==> config.mk <==
export PLATFORM = sky130hd
export DESIGN_NAME = spec_dpram_readout
export DESIGN_NICKNAME = d
export VERILOG_FILES = /design/src/rtl/spec_dpram_readout_pkg.sv /design/src/rtl/spec_dpram_readout_fifo.sv /design/src/rtl/spec_dpram_readout.sv
export SDC_FILE = /design/constraint.sdc
export NUM_CORES = 1
export LEC_CHECK = 0
export ABC_AREA = 0
export CAP_MARGIN = 20
export CELL_PAD_IN_SITES_DETAIL_PLACEMENT = 0
export CELL_PAD_IN_SITES_GLOBAL_PLACEMENT = 1
export CORE_ASPECT_RATIO = 1.25
export CORE_MARGIN = 3
export CORE_UTILIZATION = 46
export DETAILED_ROUTE_END_ITERATION = 10
export GPL_TIMING_DRIVEN = 0
export PLACE_DENSITY_LB_ADDON = 0.1
export SLEW_MARGIN = 20
export SYNTH_ARGS = -nofsm -noshare
export SYNTH_HDL_FRONTEND = slang
export SYNTH_SLANG_ARGS = --single-unit
==> constraint.sdc <==
create_clock -name clk_i -period 2.6 [get_ports clk_i]
set_clock_uncertainty 0.2 [all_clocks]
set_input_delay 0.39 -clock clk_i [delete_from_list [all_inputs] [get_ports clk_i]]
set_output_delay 0.39 -clock clk_i [all_outputs]
set_load 0.01 [all_outputs]
==> src/rtl/spec_dpram_readout_pkg.sv <==
// Shared constants and types for the power-spectrum buffer
// readout path (FSM encoding is shared with the accumulate side).
package spec_dpram_readout_pkg;

  localparam int SPEC_ADDR_W     = 14;
  localparam int SPEC_POINT_BITS = 10;
  localparam int SPEC_MAX_BINS   = 16;

  typedef enum logic [1:0] {
    ST_IDLE  = 2'd0,
    ST_READ  = 2'd1,
    ST_DRAIN = 2'd2,
    ST_FIN   = 2'd3
  } spec_state_e;

  typedef struct packed {
    logic        sof;
    logic        eof;
    logic [31:0] data;
  } spec_word_t;

  function automatic logic [4:0] spec_clamp_bins(
    input logic [4:0] nb,
    input int         max_bins
  );
    return (int'(nb) > max_bins) ? 5'(max_bins) : nb;
  endfunction

endpackage

==> src/rtl/spec_dpram_readout_fifo.sv <==
// Small synchronous skid FIFO: absorbs RAM read latency
// under backpressure. Push on full is honoured only with a pop.
module spec_skid_fifo
  import spec_dpram_readout_pkg::*;
#(
  parameter  int Width = 34,
  parameter  int Depth = 4,
  localparam int CntW  = $clog2(Depth + 1),
  localparam int PtrW  = (Depth > 1) ? $clog2(Depth) : 1
) (
  input  logic             clk,
  input  logic             rst_n,
  input  logic             push,
  input  logic [Width-1:0] din,
  input  logic             pop,
  output logic [Width-1:0] dout,
  output logic [CntW-1:0]  count,
  output logic             empty,
  output logic             full
);

  logic [Width-1:0] mem [Depth];
  logic [PtrW-1:0]  wp;
  logic [PtrW-1:0]  rp;
  logic             wr;
  logic             rd;

  function automatic logic [PtrW-1:0] nxt(
    input logic [PtrW-1:0] p
  );
    return (p == PtrW'(Depth - 1)) ? '0 : p + 1'b1;
  endfunction

  assign empty = (count == '0);
  assign full  = (count == CntW'(Depth));
  assign rd    = pop && !empty;
  assign wr    = push && (!full || rd);
  assign dout  = mem[rp];

  always_ff @(posedge clk or negedge rst_n) begin
    if (!rst_n) begin
      wp    <= '0;
      rp    <= '0;
      count <= '0;
      for (int i = 0; i < Depth; i++) begin
        mem[i] <= '0;
      end
    end else begin
      if (wr) begin
        mem[wp] <= din;
        wp      <= nxt(wp);
      end
      if (rd) begin
        rp <= nxt(rp);
      end
      unique case (1'b1)
        (wr && !rd): count <= count + 1'b1;
        (rd && !wr): count <= count - 1'b1;
        default: ;
      endcase
    end
  end

endmodule

==> src/rtl/spec_dpram_readout.sv <==
// Streams the accumulated spectrum buffer out of DPRAM port B
// with credit-limited reads into a skid FIFO and valid/ready output.
module spec_dpram_readout
  import spec_dpram_readout_pkg::*;
#(
  parameter int AddrBits  = SPEC_ADDR_W,
  parameter int PointBits = SPEC_POINT_BITS,
  parameter int MaxBins   = SPEC_MAX_BINS,
  parameter int RdLatency = 1,
  parameter int FifoDepth = 4
) (
  input  logic                clk_i,
  input  logic                rst_n_i,
  input  logic                start_i,
  input  logic [4:0]          nof_bins_i,
  output logic [AddrBits-1:0] rd_addr_o,
  input  logic [31:0]         rd_data_i,
  output logic [15:0]         y0_o,
  output logic [15:0]         y0z_o,
  output logic                data_valid_o,
  input  logic                ready_i,
  output logic                sof_o,
  output logic                eof_o,
  output logic                busy_o,
  output logic                done_o,
  output logic [15:0]         frame_cnt_o
);

  localparam int CntW  = $clog2(FifoDepth + 1);
  localparam int SpanW = AddrBits + 1;

  spec_state_e          state;
  logic [AddrBits-1:0]  rd_addr;
  logic [AddrBits-1:0]  last_addr;
  logic [AddrBits-1:0]  last_nxt;
  logic [4:0]           nb_c;
  logic [SpanW-1:0]     span;
  logic [RdLatency-1:0] pipe_v;
  logic [RdLatency-1:0] pipe_sof;
  logic [RdLatency-1:0] pipe_eof;
  logic [CntW-1:0]      fifo_cnt;
  logic                 fifo_empty;
  logic                 fifo_full;
  logic                 issue;
  logic                 pop;
  spec_word_t           wr_word;
  spec_word_t           head;

  always_comb begin
    nb_c     = spec_clamp_bins(nof_bins_i, MaxBins);
    span     = SpanW'(nb_c) << PointBits;
    last_nxt = AddrBits'(span - SpanW'(1));
  end

  // Credit: every outstanding read already owns a FIFO slot.
  assign issue = (state == ST_READ) && !fifo_full
               && ($countones(pipe_v) + int'(fifo_cnt) < FifoDepth);
  assign pop   = !fifo_empty && ready_i;

  assign wr_word = '{
    sof:  pipe_sof[RdLatency-1],
    eof:  pipe_eof[RdLatency-1],
    data: rd_data_i
  };

  always_ff @(posedge clk_i or negedge rst_n_i) begin
    if (!rst_n_i) begin
      pipe_v   <= '0;
      pipe_sof <= '0;
      pipe_eof <= '0;
    end else begin
      pipe_v[0]   <= issue;
      pipe_sof[0] <= issue && (rd_addr == '0);
      pipe_eof[0] <= issue && (rd_addr == last_addr);
      for (int i = 1; i < RdLatency; i++) begin
        pipe_v[i]   <= pipe_v[i-1];
        pipe_sof[i] <= pipe_sof[i-1];
        pipe_eof[i] <= pipe_eof[i-1];
      end
    end
  end

  always_ff @(posedge clk_i or negedge rst_n_i) begin
    if (!rst_n_i) begin
      state       <= ST_IDLE;
      rd_addr     <= '0;
      last_addr   <= '0;
      busy_o      <= 1'b0;
      done_o      <= 1'b0;
      frame_cnt_o <= '0;
    end else begin
      done_o <= 1'b0;
      unique case (state)
        ST_IDLE: begin
          if (start_i) begin
            if (nof_bins_i == '0) begin
              state  <= ST_FIN;
              done_o <= 1'b1;
            end else begin
              state     <= ST_READ;
              rd_addr   <= '0;
              last_addr <= last_nxt;
              busy_o    <= 1'b1;
            end
          end
        end
        ST_READ: begin
          if (issue) begin
            if (rd_addr == last_addr) begin
              state <= ST_DRAIN;
            end else begin
              rd_addr <= rd_addr + 1'b1;
            end
          end
        end
        ST_DRAIN: begin
          if (pop && head.eof) begin
            state       <= ST_FIN;
            done_o      <= 1'b1;
            frame_cnt_o <= frame_cnt_o + 1'b1;
          end
        end
        ST_FIN: begin
          state  <= ST_IDLE;
          busy_o <= 1'b0;
        end
        default: state <= ST_IDLE;
      endcase
    end
  end

  spec_skid_fifo #(
    .Width ($bits(spec_word_t)),
    .Depth (FifoDepth)
  ) u_fifo (
    .clk   (clk_i),
    .rst_n (rst_n_i),
    .push  (pipe_v[RdLatency-1]),
    .din   (wr_word),
    .pop   (pop),
    .dout  (head),
    .count (fifo_cnt),
    .empty (fifo_empty),
    .full  (fifo_full)
  );

  assign rd_addr_o    = rd_addr;
  assign data_valid_o = !fifo_empty;
  assign y0_o         = head.data[15:0];
  assign y0z_o        = head.data[31:16];
  assign sof_o        = data_valid_o && head.sof;
  assign eof_o        = data_valid_o && head.eof;

endmodule

**Word-level counts from Yosys, hierarchy flattened**

Index checks and enable logic that the tools add are counted.

- Register bits: 194
- Latch bits: 0
- Bits in writable memories: 0
- ROM bits: 0
- Input port bits: 41
- Output and inout bits: 67
- Memories: 0

- $add $sub $neg: 8
- Multipliers: 0
- Div/mod/pow operators: 0
- Order comparisons: 5
- Equal/unequal tests: 13
- Shift operators: 0
- Muxes and demuxes: 28
- Bitwise logic cells: 3
- Reductions and logical operators: 30

Operators with widths:

| cell | number |
|---|---|
| 136-bit bitwise mux | 1 |
| 34-bit 2-to-1 mux | 3 |
| 34-bit binary-select mux with 2-bit select | 1 |
| 34-bit demux with 2-bit select | 1 |
| 14-bit 2-to-1 mux | 4 |
| 14-bit one-hot mux with 2 select lines | 1 |
| 16-bit by 1-bit adder with 16-bit output (second input constant) | 1 |
| 14-bit by 1-bit adder with 14-bit output (second input constant) | 1 |
| 14-bit == test | 1 |
| 14-bit logical NOT | 1 |
| 2-bit 2-to-1 mux | 7 |
| 14-bit by 1-bit subtractor with 14-bit output (second input constant) | 1 |
| 1-bit logical AND | 13 |
| 2-bit != test (second input constant) | 5 |
| 2-bit == test (second input constant) | 4 |
| 2-bit one-hot mux with 4 select lines | 1 |
| 3-bit >= comparator (second input constant) | 2 |
| 2-bit inverter with 3-bit output | 2 |
| 3-bit one-hot mux with 2 select lines | 1 |
| 3-bit AND reduction | 2 |
| 2-bit nonzero test | 3 |
| 5-bit greater-than comparator (second input constant) | 1 |
| 5-bit logical NOT | 1 |
| 1-bit 2-to-1 mux | 5 |
| other kinds (19) | 24 |

**Logic depth before layout (Yosys ltp)**

Gate-level depths: netlist (run 1).

- Word-level depth: 9
- Mapped depth: 10
- Depth with buffers taken out: 9

**Cells and area by module**

A second synthesis (run 1) with hierarchy kept.

- Cells, all modules: 635
- Area, all modules: 8848.5 µm²

Modules (own cells, without submodules):

| module | times used | cells an instance | area each (µm²) |
|---|---|---|---|
| spec_skid_fifo | 1 | 370 | 6344.8 |
| spec_dpram_readout | 1 | 265 | 2503.7 |

**Worst setup path after synthesis (run 1)**

No wires, ideal clock.

- Kind: flip-flop to flip-flop
- From: register state[0]
- To: register rd_addr[12], in the netlist rd_addr_o[12]
- Arrival: 2094 ps
- Data required time: 2318 ps
- Slack: 224 ps
- Cell stages (with the launch flop): 9
- Buffers on the path: 1
- Period minus slack after synthesis: 2376 ps
- Cell sequence: dfrtp_1 > inv_1 > ha_1 > buf_2 > nand2_1 > a22o_4 > or3_4 > or4_4 > o211ai_2

- Longest elaborated chain between the ends: 5
- Elaborated cells between the ends (all ways): 11
- Classes of those cells: 5 x eq/ne; 1 x mux; 5 x reduce/logical

RTL lines:

| what | line | source |
|---|---|---|
| from (decl) | spec_dpram_readout.sv:32 | `spec_state_e state;` |
| from (signal assigned) | spec_dpram_readout.sv:85 | `state <= ST_IDLE;` |
| from (signal assigned) | spec_dpram_readout.sv:97 | `state <= ST_FIN;` |
| from (signal assigned) | spec_dpram_readout.sv:100 | `state <= ST_READ;` |
| 2-bit by 1-bit == test with 1-bit output | spec_dpram_readout.sv:56, spec_dpram_readout.sv:93 |  |
| 1-bit logical AND | spec_dpram_readout.sv:56 | `assign issue = (state == ST_READ) && !fifo_full` |
| 1-bit logical AND | spec_dpram_readout.sv:57 | `&& ($countones(pipe_v) + int'(fifo_cnt) < FifoDepth);` |
| 2-bit != test (no line) | -- |  |
| 5-bit AND reduction (no line) | -- |  |
| to (signal assigned) | spec_dpram_readout.sv:112 | `rd_addr <= rd_addr + 1'b1;` |
| to (decl) | spec_dpram_readout.sv:33 | `logic [AddrBits-1:0] rd_addr;` |

Several ways; a longest one is shown, not always the timed one.
A chain may end at the register's enable or synchronous reset.

**Worst setup path after layout (run 1)**

- From: register state[1]
- To: register rd_addr[12], in the netlist rd_addr_o[12]

Same word-level chain as after synthesis.

==> results of run 1 <==
[routing by layer]
metal / routed length (µm) / vias up / share of wire
met3: 632 / 21 / 0.034
met5: 0 / - / 0
met1: 7640 / 2765 / 0.41
met2: 9947 / 90 / 0.54
met4: 343 / 0 / 0.018
li1: - / 2490 / -
[layout make-up]
| type | count | area (µm²) | share of cell area |
|---|---|---|---|
| buffer | 30 | 230.2 | 0.02168 |
| clock buffer | 23 | 488.0 | 0.04595 |
| clock inverter | 9 | 90.09 | 0.008484 |
| inverter | 19 | 71.32 | 0.006716 |
| multi-input combinational | 369 | 3752 | 0.3534 |
| sequential | 185 | 4632 | 0.4362 |
| tap | 228 | 285.3 | 0.02686 |
| timing repair buffer | 118 | 1070 | 0.1007 |
[flip-flops by register name (all words and copies together), names as in the netlist, 2 cells and up]
name,cells
u_fifo.wp,2
frame_cnt_o,16
u_fifo.rp,2
u_fifo.mem,136
u_fifo.count,3
state,2
last_addr,5
rd_addr_o,14
[worst paths after layout]
check	start	to	slack (ns)	depth (start not counted)
hold reg to reg	frame_cnt_o[15]	frame_cnt_o[15]	0.28	1
setup / recovery	state[1]	rd_addr_o[12]	0.08	8
min in group asynchronous	rst_n_i	u_fifo.mem[79]	0.39	2
max in group asynchronous	rst_n_i	u_fifo.count[0]	0.87	3
setup reg to reg	state[1]	rd_addr_o[12]	0.08	8
hold / removal	frame_cnt_o[15]	frame_cnt_o[15]	0.28	1
[stage by stage]
stage | cell area (µm²) | power [mW] | instances | hold slack, ns
floorplan | 8591 | 8.105 | 603 | -0.1056
global placement | 9947 | 10.06 | 938 | 0.2571
detailed placement | 9980 | 10.29 | 939 | 0.2682
CTS | 10670 | 12.75 | 979 | 0.2769
global route | 10620 | 13.33 | 981 | 0.3037
finish | 10620 | 12.51 | 981 | 0.2751
[power by group]
| group | internal, mW | leakage (nW) | switching, mW |
|---|---|---|---|
| sequential | 4.07 | 2.32 | 0.711 |
| clock | 1.43 | 0.280 | 1.08 |
| combinational | 2.98 | 2.09 | 2.25 |
[synth_stat cells, drive strengths merged (5+ instances only)]
cell type and instances:
nor2 15, inv 19, nand2 28, clkbuf 6
dfrtp 185, and3 6, o21ai 13, nand3 16
a21oi 7, ha 14, nand4 8, xor2 5
buf 24, mux4 34, mux2i 5, nor3 7
xnor2 18, mux2 140
[cells by family (layout without fill, tap and decap cells)]
| kind of cell | after synthesis | after routing | share of synthesized area |
|---|---|---|---|
| AOI/OAI and AO/OA | 49 | 49 | 0.04500 |
| muxes | 179 | 179 | 0.2785 |
| and+or+nand+nor | 103 | 103 | 0.06554 |
| buffers and inverters | 49 | 199 | 0.02592 |
| adders and majority gates | 15 | 15 | 0.02272 |
| DFF | 185 | 185 | 0.5389 |
| xor gates and xnor gates | 23 | 23 | 0.02345 |
[timing repair]
item,in CTS,in global routing
pin swaps,0,1
setup buffers,7,0
gates cloned,0,2
hold buffers,1,0
gates resized for setup,104,32
setup endpoints to repair,35,49
hold endpoints to repair,101,0
==> flow_summary.json, run 1 <==
{
  "status": "complete, no violations",
  "synth_ff_type": "dfrtp_1",
  "fmax_mhz": 397.3,
  "num-nets-final": 796,
  "via_per_inst": 5.470,
  "synth.net_count": 659,
  "cp_max_fo": 10,
  "power_density_nw_per_um2": 1179,
  "crit_slowest_cell": "or4_4",
  "synth_edf_count": 0,
  "cts_buffer_depth": 2,
  "setup_tns_ns": 0,
  "met2_usage": 0.3364,
  "grt-busiest-layer": "met2",
  "cts.clk_slew.worst_paths_ns": 0.06,
  "synth_top_area_frac": 0.5389,
  "gp_congestion": 0.8081,
  "place_ws_ns": -0.3676,
  "drc": 0,
  "fillers": 1449,
  "portBuffers": 107,
  "grt_pass1_vias": 6094,
  "synth-seq-cells": 185,
  "fp-row-count": 55,
  "grt_pass1_wl_um": 30790,
  "drive_gt1_frac": 0.3838,
  "cts_sinks": 185,
  "crit_path_end_kind": "flip-flop",
  "slew_violations": 0,
  "setup_violations": 0,
  "rsz0062_at_grt": "yes",
  "fin_ws_ns": 0.08330,
  "grtUsageMet3": 0.04105,
  "wirelength_um": 18560,
  "synth.area.top_cells": "dfrtp_1, mux2_2, mux4_2",
  "grt_max_degree": 103,
  "grtUsageTotal": 0.1906,
  "wl_per_cell_um": 18.92,
  "finalCriticalPeriod_ns": 2.517,
  "dpl.hpwl_um": 12820,
  "ant_nets": 0,
  "cts_tree": "yes",
  "ioPinCount": 108,
  "final_common_cell": "dfrtp_1",
  "drtIter0Drc": 212,
  "timing.final.crit_share": 0.9680,
  "syn2layout_area_growth_pct": 23.61,
  "yosysUniqueCellTypes": 61,
  "p_leak_nw": 4.682,
  "avgSynthCellArea_um2": 14.25,
  "coreArea_um2": 18240,
  "die_width_um": 128.2,
  "antenna_found_initial": 0,
  "slowest_delay_ns": 0.49,
  "yosysTopAreaCell": "dfrtp_1",
  "syn_inst": 603,
  "startpoint_type": "flip-flop",
  "met1_usage": 0.2262,
  "ys_seq_area_frac": 0.5389,
  "worst_pin_slew_ns": 0.7788,
  "synthArstFlopShare": 1.000,
  "antennaDiodeCount": 0,
  "min_path_type": "flip-flop to flip-flop",
  "critPathKind": "flip-flop to flip-flop",
  "clock_latency_ns": 0.42,
  "peakVddDrop_mv": 0.5890,
  "via_count": 5366,
  "arrival_ns": 2.66,
  "start_util": 0.4711,
  "crit_required_ns": 2.75,
  "die_h_um": 158.8,
  "cts_buffers": 17,
  "worst-path-buf-inv": 2,
  "clockRootBuffer": "clkbuf_16",
  "synth_area_um2": 8591,
  "drt-pass1-iter-count": 4,
  "hold_violations": 0,
  "cap_violations": 0,
  "cp_top_family": "simple AND/OR/NAND/NOR gates",
  "overflow": 0,
  "final_util": 0.5823,
  "cts.htree.levels": 4,
  "final_cell_mix": "dfrtp_1, mux2_2, clkdlybuf4s50_1, mux4_2, nand2_1",
  "yosys_warnings": 0,
  "worstPathCellList": "inv_1 > ha_1 > buf_6 > nand2_4 > a22o_4 > or3_4 > or4_4 > o211ai_2",
  "slew_headroom": 0.4808,
  "die-area_um2": 20360
}
Note: power is estimated with default switching activity, not from simulation.
==> run 2: changes to the inputs <==
--- a/config.mk
+++ b/config.mk
@@ -15,7 +15,7 @@
 export DETAILED_ROUTE_END_ITERATION = 10
 export GPL_TIMING_DRIVEN = 0
 export PLACE_DENSITY_LB_ADDON = 0.1
-export SLEW_MARGIN = 20
+export SLEW_MARGIN = 40
 export SYNTH_ARGS = -nofsm -noshare
 export SYNTH_HDL_FRONTEND = slang
 export SYNTH_SLANG_ARGS = --single-unit
==> flow_summary.json, run 2 (synthesis results as in run 1) <==
{
  "wl_met2_um": 10050,
  "start_util": 0.4711,
  "hold_slack_ns": 0.2539,
  "rr_worst_depth": 8,
  "ioPinCount": 108,
  "worstPathCellList": "buf_12 > buf_12 > mux4_2 > dlygate4sd2_1",
  "finalCriticalPeriod_ns": 2.527,
  "cts.htree.levels": 4,
  "worst_pin_slew_ns": 0.7419,
  "reg2reg_slack_ns": 0.09,
  "rsz0062_at_grt": "no",
  "cpMostUsedCell": "buf_12",
  "slew_violations": 0,
  "ant_nets": 0,
  "final_cell_mix": "dfrtp_1, mux2_2, clkdlybuf4s50_1, mux4_2, nand2_1",
  "highest_layer": "met4",
  "grt_pass1_vias": 5966,
  "cp_top_family": "buffers and inverters",
  "drc": 0,
  "cp_max_fo": 10,
  "crit_slowest_cell": "mux4_2",
  "antennaDiodeCount": 0,
  "met1_length_um": 7736,
  "gp_congestion": 0.8081,
  "via_count": 5376,
  "arrival_ns": 1.94,
  "die-area_um2": 20360,
  "die_h_um": 158.8,
  "drive_gt1_frac": 0.3851,
  "cts_buffers": 17,
  "clockRootBuffer": "clkbuf_16",
  "drtIter0Drc": 235,
  "num-nets-final": 796,
  "cts_tree": "yes",
  "grt_max_degree": 51,
  "via_per_inst": 5.480,
  "crit_path_end_kind": "output pin",
  "portBuffers": 107,
  "dp.cells": 941,
  "critPathKind": "flip-flop to output pin",
  "clock_latency_ns": 0.42,
  "power_density_nw_per_um2": 1175,
  "antenna_found_initial": 0,
  "status": "complete, no violations",
  "wirelength_um": 18780,
  "cts_buffer_depth": 2,
  "cts.clk_slew.worst_paths_ns": 0.06,
  "reg2reg_from": "state[1]",
  "cap_violations": 0,
  "die_width_um": 128.2,
  "final_common_cell": "dfrtp_1",
  "slowest_delay_ns": 0.53,
  "drt-pass1-iter-count": 5,
  "fmax_mhz": 395.8,
  "hold_violations": 0,
  "top_register": "u_fifo.mem",
  "slew_headroom": 0.5054,
  "startpoint_type": "flip-flop",
  "coreArea_um2": 18240,
  "r2r_end": "rd_addr_o[12]",
  "fp-row-count": 55,
  "dpl.hpwl_um": 13160,
  "syn2layout_area_growth_pct": 24.53,
  "peakVddDrop_mv": 0.6026,
  "largest_reg_flops": 136,
  "p_leak_nw": 4.707,
  "cts_sinks": 185,
  "timing.final.crit_share": 0.9718,
  "fin_cells": 981,
  "wl_met3_um": 685,
  "wl_per_cell_um": 19.14,
  "grt_pass1_wl_um": 31040,
  "min_path_type": "primary input to async pin",
  "grtUsageTotal": 0.1921,
  "overflow": 0,
  "worst-path-buf-inv": 3,
  "crit_required_ns": 2.01,
  "setup_violations": 0
}
==> run 2: final cells by class <==
class | instances | area [µm²]
clock inverter | 11 | 97.59
sequential | 185 | 4636
timing repair buffer | 119 | 1135
buffer | 29 | 242.7
inverter | 19 | 71.32
clock buffer | 21 | 470.5
tap | 228 | 285.3
multi-input combinational | 369 | 3760
fill | 1434 | 7538
==> run 2: what timing repair did <==
action,CTS,global route
pin swaps,0,2
setup buffers,6,0
gates cloned,0,2
resized for setup,97,28
hold buffers,1,0
endpoints found under the setup margin,35,69
endpoints found under the hold margin,46,0
==> run 2: routing by layer <==
layer / vias up / global-route usage
met5: - / 0
met2: 105 / 0.3374
met1: 2756 / 0.2328
li1: 2490 / -
met3: 25 / 0.04307
met4: 0 / 0.05888
==> run 2: report_power, final <==
part / internal (mW) / leakage [nW] / total (mW) / switching (mW)
Clock: 1.39 / 0.271 / 2.47 / 1.08
Combinational: 3.03 / 2.12 / 5.31 / 2.28
Sequential: 4.07 / 2.31 / 4.79 / 0.715
Total: 8.50 / 4.71 / 12.6 / 4.08
==> run 2: worst max-delay path by stage <==
stage	start	to	slack, ns	cells after the start
after floorplan	state[0]	rd_addr_o[12]	0.22	8
after global placement	rst_n_i	frame_cnt_o[5]	-6.44	1
after detailed placement	nof_bins_i[1]	rd_addr_o[9]	-0.35	8
after CTS	u_fifo.rp[0]	frame_cnt_o[15]	-0.003	9
after global routing	u_fifo.rp[0]	y0z_o[8]	0.008	4
final	u_fifo.rp[0]	y0z_o[9]	0.07	4
==> run 2: worst reg2reg max path, cell delays in order (launching register included) <==
cell,delay [ns]
dfrtp_1,0.40
inv_1,0.12
ha_1,0.20
buf_6,0.16
nand2_4,0.07
a22o_4,0.28
or3_4,0.42
or4_4,0.50
o211ai_2,0.08
==> run 2: stage by stage <==
| step | TNS (ns) | setup WS (ns) | instance area (µm²) | power (mW) | util |
|---|---|---|---|---|---|
| 2_1_floorplan | 0 | 0.2237 | 8591 | 8.105 | - |
| 3_3_place_gp | -1208.71 | -6.436 | 9947 | 10.06 | 0.5455 |
| 3_5_place_dp | -19.61 | -0.3475 | 10030 | 10.31 | 0.5499 |
| 4_1_cts | -0.004403 | -0.003024 | 10690 | 12.71 | 0.5863 |
| 5_1_grt | 0 | 0.008189 | 10700 | 13.39 | 0.5866 |
| 6_report | 0 | 0.07327 | 10700 | 12.57 | 0.5866 |
